`src/rtl/reset_pkg.sv`:
```
// Shared types and helpers for the sequenced reset generator.
package reset_pkg;

    typedef enum logic [1:0] {
        WAIT_LOCK = 2'd0,
        RELEASE   = 2'd1,
        RUN       = 2'd2
    } rst_state_t;

    // Counter width for a range of n values, never narrower than one bit.
    function automatic int unsigned cnt_width(input int unsigned n);
        return (n > 1) ? $clog2(n) : 1;
    endfunction

endpackage

```
`src/rtl/sync_chain.sv`:
```
// Parametrised multi-flop synchroniser with asynchronous active-low clear.
module sync_chain #(
    parameter int unsigned STAGES = 2
) (
    input  logic clk,
    input  logic reset_n,
    input  logic d,
    output logic q
);

    if (STAGES < 2) begin : g_bad_stages
        $error("sync_chain: STAGES must be >= 2");
    end

    logic [STAGES-1:0] sync;

    always_ff @(posedge clk or negedge reset_n) begin
        if (!reset_n) begin
            sync <= '0;
        end else begin
            sync <= {sync[STAGES-2:0], d};
        end
    end

    assign q = sync[STAGES-1];

endmodule

```
`src/rtl/reset_sequencer.sv`:
```
// Qualifies PLL lock and releases NUM_RESETS domain resets in index order;
// lock loss or a software request re-asserts them all.
module reset_sequencer
    import reset_pkg::*;
#(
    parameter int unsigned SYNC_STAGES = 2,
    parameter int unsigned LOCK_CYCLES = 16,
    parameter int unsigned NUM_RESETS  = 3,
    parameter int unsigned STAGE_GAP   = 4,
    parameter int unsigned CNT_WIDTH   = 8
) (
    input  logic                  clk,
    input  logic                  reset_n,
    input  logic                  pll_locked_async,
    input  logic                  sw_reset_req,
    output logic [NUM_RESETS-1:0] rst_out,
    output logic                  all_released,
    output logic [CNT_WIDTH-1:0]  lock_lost_count
);

    if (SYNC_STAGES < 2) begin : g_bad_sync
        $error("reset_sequencer: SYNC_STAGES must be >= 2");
    end
    if (LOCK_CYCLES < 1) begin : g_bad_lock
        $error("reset_sequencer: LOCK_CYCLES must be >= 1");
    end
    if (NUM_RESETS < 1) begin : g_bad_num
        $error("reset_sequencer: NUM_RESETS must be >= 1");
    end
    if (STAGE_GAP < 1) begin : g_bad_gap
        $error("reset_sequencer: STAGE_GAP must be >= 1");
    end
    if (CNT_WIDTH < 1) begin : g_bad_cnt
        $error("reset_sequencer: CNT_WIDTH must be >= 1");
    end

    localparam int unsigned LOCK_W = cnt_width(LOCK_CYCLES);
    localparam int unsigned GAP_W  = cnt_width(STAGE_GAP);
    localparam int unsigned IDX_W  = cnt_width(NUM_RESETS + 1);

    localparam logic [LOCK_W-1:0] LOCK_MAX = LOCK_W'(LOCK_CYCLES - 1);
    localparam logic [GAP_W-1:0]  GAP_MAX  = GAP_W'(STAGE_GAP - 1);
    localparam logic [IDX_W-1:0]  IDX_LAST = IDX_W'(NUM_RESETS - 1);

    logic locked_s;

    sync_chain #(
        .STAGES (SYNC_STAGES)
    ) u_sync (
        .clk     (clk),
        .reset_n (reset_n),
        .d       (pll_locked_async),
        .q       (locked_s)
    );

    rst_state_t            state_q, state_d;
    logic [LOCK_W-1:0]     lock_cnt_q, lock_cnt_d;
    logic [GAP_W-1:0]      gap_cnt_q, gap_cnt_d;
    logic [IDX_W-1:0]      idx_q, idx_d;
    logic [NUM_RESETS-1:0] rst_q, rst_d;
    logic                  released_q, released_d;
    logic [CNT_WIDTH-1:0]  lost_q, lost_d;

    always_comb begin
        state_d    = state_q;
        lock_cnt_d = lock_cnt_q;
        gap_cnt_d  = gap_cnt_q;
        idx_d      = idx_q;
        rst_d      = rst_q;
        released_d = released_q;
        lost_d     = lost_q;

        case (state_q)
            WAIT_LOCK: begin
                rst_d      = '1;
                released_d = 1'b0;
                // Any gap in lock restarts qualification from zero.
                if (!locked_s || sw_reset_req) begin
                    lock_cnt_d = '0;
                end else if (lock_cnt_q == LOCK_MAX) begin
                    state_d    = RELEASE;
                    lock_cnt_d = '0;
                    gap_cnt_d  = '0;
                    idx_d      = '0;
                end else begin
                    lock_cnt_d = lock_cnt_q + LOCK_W'(1);
                end
            end

            RELEASE, RUN: begin
                if (!locked_s || sw_reset_req) begin
                    state_d    = WAIT_LOCK;
                    rst_d      = '1;
                    released_d = 1'b0;
                    lock_cnt_d = '0;
                    gap_cnt_d  = '0;
                    idx_d      = '0;
                    // Lock loss wins over a coincident software request.
                    if (!locked_s && (lost_q != '1)) begin
                        lost_d = lost_q + CNT_WIDTH'(1);
                    end
                end else if (state_q == RELEASE) begin
                    if (gap_cnt_q == GAP_MAX) begin
                        gap_cnt_d = '0;
                        idx_d     = idx_q + IDX_W'(1);
                        for (int i = 0; i < int'(NUM_RESETS); i++) begin
                            if (idx_q == IDX_W'(i)) begin
                                rst_d[i] = 1'b0;
                            end
                        end
                        if (idx_q == IDX_LAST) begin
                            state_d    = RUN;
                            released_d = 1'b1;
                        end
                    end else begin
                        gap_cnt_d = gap_cnt_q + GAP_W'(1);
                    end
                end
            end

            default: begin
                state_d    = WAIT_LOCK;
                rst_d      = '1;
                released_d = 1'b0;
                lock_cnt_d = '0;
                gap_cnt_d  = '0;
                idx_d      = '0;
            end
        endcase
    end

    always_ff @(posedge clk or negedge reset_n) begin
        if (!reset_n) begin
            state_q    <= WAIT_LOCK;
            lock_cnt_q <= '0;
            gap_cnt_q  <= '0;
            idx_q      <= '0;
            rst_q      <= '1;
            released_q <= 1'b0;
            lost_q     <= '0;
        end else begin
            state_q    <= state_d;
            lock_cnt_q <= lock_cnt_d;
            gap_cnt_q  <= gap_cnt_d;
            idx_q      <= idx_d;
            rst_q      <= rst_d;
            released_q <= released_d;
            lost_q     <= lost_d;
        end
    end

    assign rst_out         = rst_q;
    assign all_released    = released_q;
    assign lock_lost_count = lost_q;

endmodule

```
`config.mk`:
```
export PLATFORM = sky130hd
export DESIGN_NAME = reset_sequencer
export DESIGN_NICKNAME = d
export VERILOG_FILES = /design/src/rtl/reset_pkg.sv /design/src/rtl/sync_chain.sv /design/src/rtl/reset_sequencer.sv
export SDC_FILE = /design/constraint.sdc
export NUM_CORES = 1
export LEC_CHECK = 0
export ABC_AREA = 1
export BUFFER_PORTS_ARGS = -buffer_cell sky130_fd_sc_hd__buf_2
export CORE_ASPECT_RATIO = 2
export CORE_MARGIN = 4
export CORE_UTILIZATION = 51
export DETAILED_ROUTE_END_ITERATION = 16
export GPL_ROUTABILITY_DRIVEN = 0
export PLACE_DENSITY = 0.73
export SLEW_MARGIN = 20
export SYNTH_ARGS = -nofsm -noshare
export SYNTH_HDL_FRONTEND = slang
export SYNTH_SLANG_ARGS = --single-unit
export TNS_END_PERCENT = 50
```
`constraint.sdc`:
```
create_clock -name clk -period 1.5 [get_ports clk]
set_clock_uncertainty 0.1 [all_clocks]
set_input_delay 0.075 -clock clk [delete_from_list [all_inputs] [get_ports clk]]
set_output_delay 0.075 -clock clk [all_outputs]
set_load 0.005 [all_outputs]
```
==> metrics.md <==
| Metric | Value |
|---|---|
| Share of the synthesized area in the top cell type | 0.391 |
| Routed WL per cell | 12.6 um |
| Starting Density | 0.530 |
| Pre-CTS setup slack | -28.0 ps |
| Final Hold Fails | 0 |
| Synth async-reset ratio | 1.00 |
| Number of global-route vias before repair | 1217 |
| Grt total ovfl | 0 |
| First-pass GRT wire length | 5.01 mm |
| Commonest cells in the netlist | nand2_1, dfrtp_1, inv_1 |
| DP HPWL | 2.14 mm |
| Ys flop type | dfrtp_1 |
| Die height | 80.6 um |
| Peak supply drop | 0.660 mV |
| Inst Count DP | 218 |
| Via Count | 1161 |
| Iter 0 DRT Violations | 35 |
| Reg clk slew, reported paths | 80 ps |
| Pin count of the biggest net entering global routing | 25 |
| Fin nets | 213 |
| Status | finished, final reports clean |
| Worst Hold Class | in -> reg |
| Syn Nets | 187 |
| Tmin final | 1490 ps |
| Max Fclk | 672 MHz |
| Slew HR | 0.651 |
| Max Slew Vio Count | 0 |
| Number of synthesized flops with an enable pin | 0 |
| CTS tree | done |
| Syn avg cell area | 7.77 um^2 |
| Final Util | 0.645 |
| Antenna diodes | 0 |
| # fillers | 239 |
| Via density | 5.14 |
| Most common cell in the netlist | nand2_1 |
| Routed Antenna Nets | 0 |
| CP arrival | 1550 ps |
| Clk sinks | 24 |
| Crit-path max FO | 5 |
| Core ar. | 0.00254 mm^2 |
| Synth unique cells | 20 |
| Worst setup EP type | flop |
| Final Non-Filler Cells | 226 |
| Synth top area cells | dfrtp_1, nand2_1, ha_1, dfstp_2, nand3_1 |
| PnR worst setup slack | 12.7 ps |
| Worst Max-Slew Pin Slew | 524 ps |
| Total number of yosys warnings | 0 |
| Clock root cell | clkbuf_8 |
| Finished layout cell area | 0.00164 mm^2 |
| Mapped Cells | 173 |
| Max-Cap Viols | 0 |
| DRC | 0 |
| H-tree levels | 1 |
| Final Cycle Share | 0.992 |
| Leakage | 0.837 nW |
| Final wirelength | 2.85 mm |
| Total track usage | 0.186 |
| Full die area | 0.00357 mm^2 |
| Placed cell areas | 0.00147 mm^2 |
| RSZ-0062 raised after global routing | true |
| Sequential area share after synthesis | 0.449 |
| Critical Path RT | 1560 ps |
| Area leader, netlist | dfrtp_1 |
| Clk Latency, worst-skew pair | 270 ps |
| DR pass1 iterations | 3 |
| Power per cell area | 724 mW/mm^2 |
| Final Setup Violations | 0 |
| Post-Syn Area | 0.00135 mm^2 |
| I/O pin count | 16 |
| Die width | 44.3 um |
| Setup CP Type | reg -> reg |
| Clock Path Buffers | 2 |
| Initial antenna violation count | 0 |
| # rows | 26 |
| Input/output buffers | 15 |
| Layout cell share with drive strength beyond 1 | 0.288 |
| Seq cells post-synth | 24 |
| Area delta synth->final | 21.8% |
| Setup crit start kind | flop |
| Total CTS buffers | 3 |
## repair_timing
action,4_1_cts,5_1_grt
pin swaps,2,7
setup endpoints to repair,13,18
buffers inserted,0,2
hold endpoints to repair,22,0
gates resized for setup,3,20
hold buffers,2,0
## metal layers
layer	wire length [um]	GRT usage
met5	0	0
met3	65	0.0202
met1	1020	0.186
met4	44	0.0725
met2	1720	0.363
## cell usage in the layout, fill, tap and decap left out, drive strengths merged
| cell type | Yosys | routed |
|---|---|---|
| inv | 21 | 21 |
| nand3 | 15 | 15 |
| nor3 | 1 | 1 |
| dlygate4sd3 | 0 | 2 |
| xor2 | 1 | 1 |
| nand2 | 74 | 74 |
| nor2 | 17 | 17 |
| ha | 10 | 10 |
| xnor2 | 2 | 2 |
| nand4 | 1 | 1 |
| a21oi | 1 | 1 |
| clkbuf | 0 | 4 |
| or2 | 1 | 1 |
| o21ai | 4 | 4 |
| buf | 1 | 20 |
| dfrtp | 21 | 21 |
| dfstp | 3 | 3 |
## path summary, 6_finish.rpt
| kind | startpoint | endpoint | slack, ps | depth (start not counted) |
|---|---|---|---|---|
| worst max-delay path | state_q[1] | gap_cnt_q[1] | 10 | 7 |
| worst min-delay path | sw_reset_req | lock_cnt_q[1] | 40 | 4 |
| worst max register to register | state_q[1] | gap_cnt_q[1] | 10 | 7 |
| worst min register to register | u_sync.sync[0] | u_sync.sync[1] | 250 | 0 |
| max in group asynchronous | reset_n | rst_out[2] | 720 | 2 |
| min in group asynchronous | reset_n | lock_cnt_q[0] | 210 | 2 |
## report_power, final
part / internal (mW) / total (mW) / switching [mW] / leakage, nW
clock network: 0.234 / 0.436 / 0.202 / 0.0288
registers: 0.660 / 0.669 / 0.00995 / 0.319
logic: 0.0331 / 0.0798 / 0.0468 / 0.489
## cell families (layout without fill, tap and decap cells)
group / after synthesis / count (layout) / synth area share
simple gates: 109 / 109 / 0.353
fa+ha+maj: 10 / 10 / 0.0930
flops: 24 / 24 / 0.449
compound gates: 5 / 5 / 0.0186
buf+inv: 22 / 47 / 0.0670
xor+xnor: 3 / 3 / 0.0195
## registers in the layout (all words and copies together), names as in the netlist
| name | cells |
|---|---|
| idx_q | 2 |
| u_sync.sync | 2 |
| rst_out | 3 |
| all_released | 1 |
| state_q | 2 |
| gap_cnt_q | 2 |
| lock_cnt_q | 4 |
| lock_lost_count | 8 |
## layout make-up
class,instances,area (um^2),share of cell area
timing repair buffer,22,136,0.0833
inverter,21,83.8,0.0512
tap,28,35.0,0.0214
clock buffer,4,55.1,0.0336
sequential,24,604,0.369
multi-input combinational,127,723,0.442
## per-stage QoR
step           hold WS [ps]  total power, mW  TNS (ps)
2_1_floorplan          -321            0.712         0
3_5_place_dp          -14.9            0.756      -108
6_report               44.9             1.19         0
5_1_grt                65.8             1.24      -168
4_1_cts                62.5             1.19     -18.3
3_3_place_gp          -23.6            0.756         0
## critical path: stages (launching register included)
cell,delay [ps]
dfrtp_1,400
inv_2,80
ha_4,300
inv_4,50
nor2_4,190
nand2_2,110
nand3_1,100
nand2_1,60
(Power assumes the default switching activity.)
